**config.mk**
```make
export PLATFORM = sky130hd
export DESIGN_NAME = ipv4_header_generator
export DESIGN_NICKNAME = d
export VERILOG_FILES = /design/src/rtl/ipv4_header_generator.sv
export SDC_FILE = /design/constraint.sdc
export NUM_CORES = 1
export LEC_CHECK = 0
export ABC_AREA = 0
export CAP_MARGIN = 30
export CORE_ASPECT_RATIO = 1.2
export CORE_MARGIN = 2
export CORE_UTILIZATION = 35
export CTS_BUF_LIST = sky130_fd_sc_hd__clkbuf_8
export DETAILED_ROUTE_END_ITERATION = 7
export GPL_TIMING_DRIVEN = 0
export PLACE_DENSITY = 0.64
export SLEW_MARGIN = 10
export SYNTH_ARGS = -nofsm -noshare
export SYNTH_HDL_FRONTEND = slang
export SYNTH_SLANG_ARGS = --single-unit
```
**constraint.sdc**
```tcl
create_clock -name clock -period 2.9 [get_ports clock]
set_clock_uncertainty 0.05 [all_clocks]
set_input_delay 0.435 -clock clock [delete_from_list [all_inputs] [get_ports clock]]
set_output_delay 0.435 -clock clock [all_outputs]
set_load 0.005 [all_outputs]
```
**src/rtl/ipv4_header_generator.sv**
```systemverilog
// IPv4 header generator: latches header fields, streams the 20-byte header through an
// external ones'-complement checksum calculator, then emits it with the checksum filled in.
module ipv4_header_generator (
    input  logic        clock,
    input  logic        reset_n,
    input  logic        start,
    input  logic [31:0] source_ip,
    input  logic [31:0] destination_ip,
    input  logic [15:0] payload_length,
    input  logic [15:0] identification,
    input  logic [7:0]  time_to_live,
    input  logic [7:0]  protocol,
    output logic [7:0]  checksum_data,
    output logic        checksum_data_enable,
    output logic        checksum_data_last,
    input  logic        checksum_ready,
    input  logic [15:0] checksum_result,
    input  logic        checksum_result_valid,
    output logic [7:0]  header_data,
    output logic        header_valid,
    output logic        header_last,
    input  logic        header_ready,
    output logic        busy,
    output logic        done
);

    localparam logic [4:0] LAST_IDX   = 5'd19;
    localparam logic [7:0] FIRST_BYTE = 8'h45;

    typedef enum logic [2:0] {
        S_IDLE,
        S_WAIT_CALC,
        S_FEED,
        S_WAIT_RESULT,
        S_EMIT
    } state_t;

    state_t      r_state;
    logic [4:0]  r_idx;
    logic [31:0] r_src_ip;
    logic [31:0] r_dst_ip;
    logic [15:0] r_total_len;
    logic [15:0] r_ident;
    logic [7:0]  r_ttl;
    logic [7:0]  r_proto;
    logic [15:0] r_csum;

    logic [4:0]  w_idx_next;
    logic [7:0]  w_feed_byte;
    logic [7:0]  w_emit_byte;

    function automatic logic [7:0] hdr_byte(
        input logic [4:0]  idx,
        input logic [15:0] csum,
        input logic [15:0] total_len,
        input logic [15:0] ident,
        input logic [7:0]  ttl,
        input logic [7:0]  proto,
        input logic [31:0] src_ip,
        input logic [31:0] dst_ip
    );
        logic [7:0] b;
        case (idx)
            5'd0:    b = FIRST_BYTE;
            5'd1:    b = 8'h00;
            5'd2:    b = total_len[15:8];
            5'd3:    b = total_len[7:0];
            5'd4:    b = ident[15:8];
            5'd5:    b = ident[7:0];
            5'd6:    b = 8'h40;
            5'd7:    b = 8'h00;
            5'd8:    b = ttl;
            5'd9:    b = proto;
            5'd10:   b = csum[15:8];
            5'd11:   b = csum[7:0];
            5'd12:   b = src_ip[31:24];
            5'd13:   b = src_ip[23:16];
            5'd14:   b = src_ip[15:8];
            5'd15:   b = src_ip[7:0];
            5'd16:   b = dst_ip[31:24];
            5'd17:   b = dst_ip[23:16];
            5'd18:   b = dst_ip[15:8];
            5'd19:   b = dst_ip[7:0];
            default: b = 8'h00;
        endcase
        return b;
    endfunction

    assign w_idx_next = r_idx + 5'd1;

    // The calculator must see a zero checksum field; the emitted copy carries the inverted result.
    assign w_feed_byte = hdr_byte(w_idx_next, 16'h0000, r_total_len, r_ident, r_ttl, r_proto,
                                  r_src_ip, r_dst_ip);
    assign w_emit_byte = hdr_byte(w_idx_next, r_csum, r_total_len, r_ident, r_ttl, r_proto,
                                  r_src_ip, r_dst_ip);

    always_ff @(posedge clock or negedge reset_n) begin
        if (!reset_n) begin
            r_state              <= S_IDLE;
            r_idx                <= 5'd0;
            r_src_ip             <= 32'd0;
            r_dst_ip             <= 32'd0;
            r_total_len          <= 16'd0;
            r_ident              <= 16'd0;
            r_ttl                <= 8'd0;
            r_proto              <= 8'd0;
            r_csum               <= 16'd0;
            checksum_data        <= 8'd0;
            checksum_data_enable <= 1'b0;
            checksum_data_last   <= 1'b0;
            header_data          <= 8'd0;
            header_valid         <= 1'b0;
            header_last          <= 1'b0;
            busy                 <= 1'b0;
            done                 <= 1'b0;
        end else begin
            done <= 1'b0;
            case (r_state)
                S_IDLE: begin
                    if (start) begin
                        r_src_ip    <= source_ip;
                        r_dst_ip    <= destination_ip;
                        r_total_len <= payload_length + 16'd20;
                        r_ident     <= identification;
                        r_ttl       <= time_to_live;
                        r_proto     <= protocol;
                        r_idx       <= 5'd0;
                        busy        <= 1'b1;
                        r_state     <= S_WAIT_CALC;
                    end
                end

                S_WAIT_CALC: begin
                    if (checksum_ready) begin
                        checksum_data        <= FIRST_BYTE;
                        checksum_data_enable <= 1'b1;
                        checksum_data_last   <= 1'b0;
                        r_idx                <= 5'd0;
                        r_state              <= S_FEED;
                    end
                end

                // r_idx tracks the byte currently presented on checksum_data.
                S_FEED: begin
                    if (r_idx == LAST_IDX) begin
                        checksum_data        <= 8'd0;
                        checksum_data_enable <= 1'b0;
                        checksum_data_last   <= 1'b0;
                        r_state              <= S_WAIT_RESULT;
                    end else begin
                        checksum_data      <= w_feed_byte;
                        checksum_data_last <= (w_idx_next == LAST_IDX);
                        r_idx              <= w_idx_next;
                    end
                end

                S_WAIT_RESULT: begin
                    if (checksum_result_valid) begin
                        r_csum       <= ~checksum_result;
                        r_idx        <= 5'd0;
                        header_data  <= FIRST_BYTE;
                        header_valid <= 1'b1;
                        header_last  <= 1'b0;
                        r_state      <= S_EMIT;
                    end
                end

                // Output holds until accepted, so a stall needs no extra state.
                S_EMIT: begin
                    if (header_ready) begin
                        if (r_idx == LAST_IDX) begin
                            header_data  <= 8'd0;
                            header_valid <= 1'b0;
                            header_last  <= 1'b0;
                            busy         <= 1'b0;
                            done         <= 1'b1;
                            r_idx        <= 5'd0;
                            r_state      <= S_IDLE;
                        end else begin
                            header_data <= w_emit_byte;
                            header_last <= (w_idx_next == LAST_IDX);
                            r_idx       <= w_idx_next;
                        end
                    end
                end

                default: r_state <= S_IDLE;
            endcase
        end
    end

endmodule

```
==> reports/metrics.csv <==
metric,value,unit
status,finished clean,
fillCellCount,2212,
worstPathCellList,"buf_4, inv_1, ha_2, buf_4, a222oi_1, o21ai_1, a211oi_2, o2111ai_2, o22a_1",
worstPathRequired,3.22,ns
slowest_stage,a222oi_1,
endpoint_kind,flip-flop,
crit_top_cell,buf_4,
synth_edf_count,0,
ant_nets,0,
hold_slack,0.4240,ns
postRouteWirelength,26640,um
insertion_delay,0.48,ns
gp_congestion,0.9443,
p_per_area,873.4,nW/um2
die_area,23700,um2
path_class,flip-flop to flip-flop,
max-slew-margin-rel,0.4905,
fmax,0.3509,GHz
setup_viol,0,
avgSynthCellArea,8.498,um2
grt_pass1_wl,40600,um
grt_usage,0.2248,
rsz0062_at_grt,yes,
r2r_setup_slack,0.05,ns
worstPathArrival,3.17,ns
fin_area,10380,um2
crit_buf_inv,3,
dr.pass1.iters,5,
detail_route.wl_per_cell,19.10,um
io_pins,156,
max_stage_delay,0.61,ns
syn_area,7869,um2
fp-row-count,60,
dp.final_hpwl,19850,um
syn2layout_area_growth,31.88,%
drc,0,
synth_warnings,0,
cts_root_buf,clkbuf_8,
grt_pass1_vias,7264,
grt_antenna_before_repair,0,
cp_max_fo,10,
synth_seq_cells,158,
period_needed,2.850,ns
cts_max_level,4,
hold_viol,0,
cts.sink_count,158,
fp.coreArea,22220,um2
drive_above_1_share,0.07975,
final_common_cell,nand2_1,
syn_inst,926,
vdd_ir_drop_max,0.0003372,V
initial_core_util,0.3541,
final_util,0.4670,
num_vias,7373,
ys_types,64,
grt_max_degree,98,
cts_tree,built,
cts_buffers,17,
layout_common_cells,"361 x nand2_1, 156 x dfrtp_1, 154 x clkdlybuf4s50_1",
crit_family,compound AO/OA/AOI/OAI gates,
io_buffers,155,
worst_slew_pin_slew,0.7572,ns
initialDrtViolationCount,469,
async_flop_share,1.000,
cts.clk_slew.worst_paths,0.08,ns
ys.flop_type,dfrtp_1,
drv_cap,0,
n_antenna_cell,0,
fin_crit_sh,0.9827,
hp-class,input port to asynchronous set/reset pin,
cts_max_path_buffers,2,
start_kind,flip-flop,
maxSlewViolCount,0,
routed_via_density,5.285,
synth_seq_area_share,0.5025,
synth_nets,1066,
die_width,140.9,um
fin_setup_tns,0,ns
overflow,0,
die_h,168.3,um
nNetsFinal,1244,
post_dp_cell_area,9816,um2
leakage,4.698,nW
## cell type report
type                       count  area (um2)  area share
clock buffer                  18       247.7     0.02387
multi-input combinational    691        3691      0.3557
buffer                        60       304.0     0.02930
inverter                      15       56.30    0.005426
tap                          279       349.1     0.03364
clock inverter                13       148.9     0.01435
sequential                   158        3956      0.3812
timing repair buffer         161        1624      0.1565
## worst paths after layout
check / start / endpoint / depth (start not counted)
worst max register to register: r_idx[0]$_DFFE_PN0P_ / header_data[6]$_DFFE_PN0P_ / 9
min in group clock: destination_ip[2] / r_dst_ip[2]$_DFFE_PN0P_ / 3
worst min-delay path: reset_n / r_state[0]$_DFFE_PN0P_ / 2
max in group asynchronous: reset_n / r_dst_ip[22]$_DFFE_PN0P_ / 3
worst max-delay path: r_idx[0]$_DFFE_PN0P_ / header_data[6]$_DFFE_PN0P_ / 9
worst min register to register: r_src_ip[22]$_DFFE_PN0P_ / r_src_ip[22]$_DFFE_PN0P_ / 2
## sequential cells by signal, indices dropped and copies added, names as in the netlist, 5 cells and up
signal / count
r_csum: 16
r_ident: 16
r_total_len: 16
r_ttl: 8
checksum_data: 8
r_idx: 5
header_data: 8
r_src_ip: 32
r_dst_ip: 32
r_proto: 8
## metrics by stage
step                      worst slack (ns)  std cells  total power [mW]
after floorplan                     0.3413        926             5.739
after global placement              -5.167       1360             7.139
after detailed placement           -0.7906       1362             7.218
after CTS                          0.01745       1393             8.989
after global routing              -0.05508       1395             9.675
final                              0.05016       1395             9.064
## synthesized netlist by cell type, types with 3 or more instances
cell type / n / area share
nand2_1: 361 / 0.17
dfrtp_1: 158 / 0.50
o21ai_0: 52 / 0.033
clkbuf_1: 44 / 0.021
nor2_1: 29 / 0.014
a22oi_1: 28 / 0.027
a21oi_1: 16 / 0.010
o22ai_1: 16 / 0.013
a22o_1: 15 / 0.017
inv_1: 15 / 0.0072
nand3_1: 12 / 0.0076
o21ai_1: 12 / 0.0076
buf_2: 11 / 0.0070
nand2b_1: 10 / 0.0080
a21o_1: 8 / 0.0076
and3_1: 8 / 0.0064
xnor2_1: 8 / 0.0089
nand3b_1: 7 / 0.0067
o22a_1: 7 / 0.0078
xor2_1: 7 / 0.0078
a222oi_1: 6 / 0.0076
ha_1: 6 / 0.0095
o31ai_1: 6 / 0.0057
a211oi_1: 5 / 0.0048
a221oi_1: 5 / 0.0056
and2_1: 5 / 0.0040
buf_4: 4 / 0.0038
nand4_1: 4 / 0.0032
nor3_1: 4 / 0.0025
nor4_1: 4 / 0.0032
a32oi_1: 3 / 0.0033
mux2_2: 3 / 0.0043
o21bai_1: 3 / 0.0029
## where the power goes
group	internal [mW]	switching, mW
combinational	1.43	2.21
clock	0.859	0.837
sequential	3.13	0.601
total	5.42	3.65
## metal layers
metal  GRT usage  up-vias  routed length [um]
met5           0        -                   0
met4     0.08696        0                 889
met1      0.2843     3565               11310
met2      0.3852      252               13120
met3     0.03783       49                1323
li1            -     3507                   -
## worst reg2reg max path: cells and delay by family, from the launching register on
kind                     cells  cell delay [ns]
adder cells (fa/ha/maj)      1             0.29
flip-flops                   1             0.40
AO/OA/AOI/OAI                5             1.49
buffers and inverters        3             0.52
## cells by family (layout without fill, tap and decap cells)
logic type / count (synthesis) / after routing / synth area share
simple gates: 462 / 462 / 0.2476
compound gates: 205 / 205 / 0.1771
flops: 158 / 158 / 0.5025
buf+inv: 77 / 267 / 0.04229
xor+xnor: 15 / 15 / 0.01670
fa+ha+maj: 6 / 6 / 0.009540
mux: 3 / 3 / 0.004293
## what timing repair did
action                                 in CTS  in global routing
setup endpoints to repair                  16                 13
endpoints found under the hold margin      61                  0
resized for setup                          24                 16
cloned                                      0                  0
pin swaps                                   3                  8
hold buffers                                1                  0
buffers inserted                            1                  2
Power figures use the tool's default switching activity.
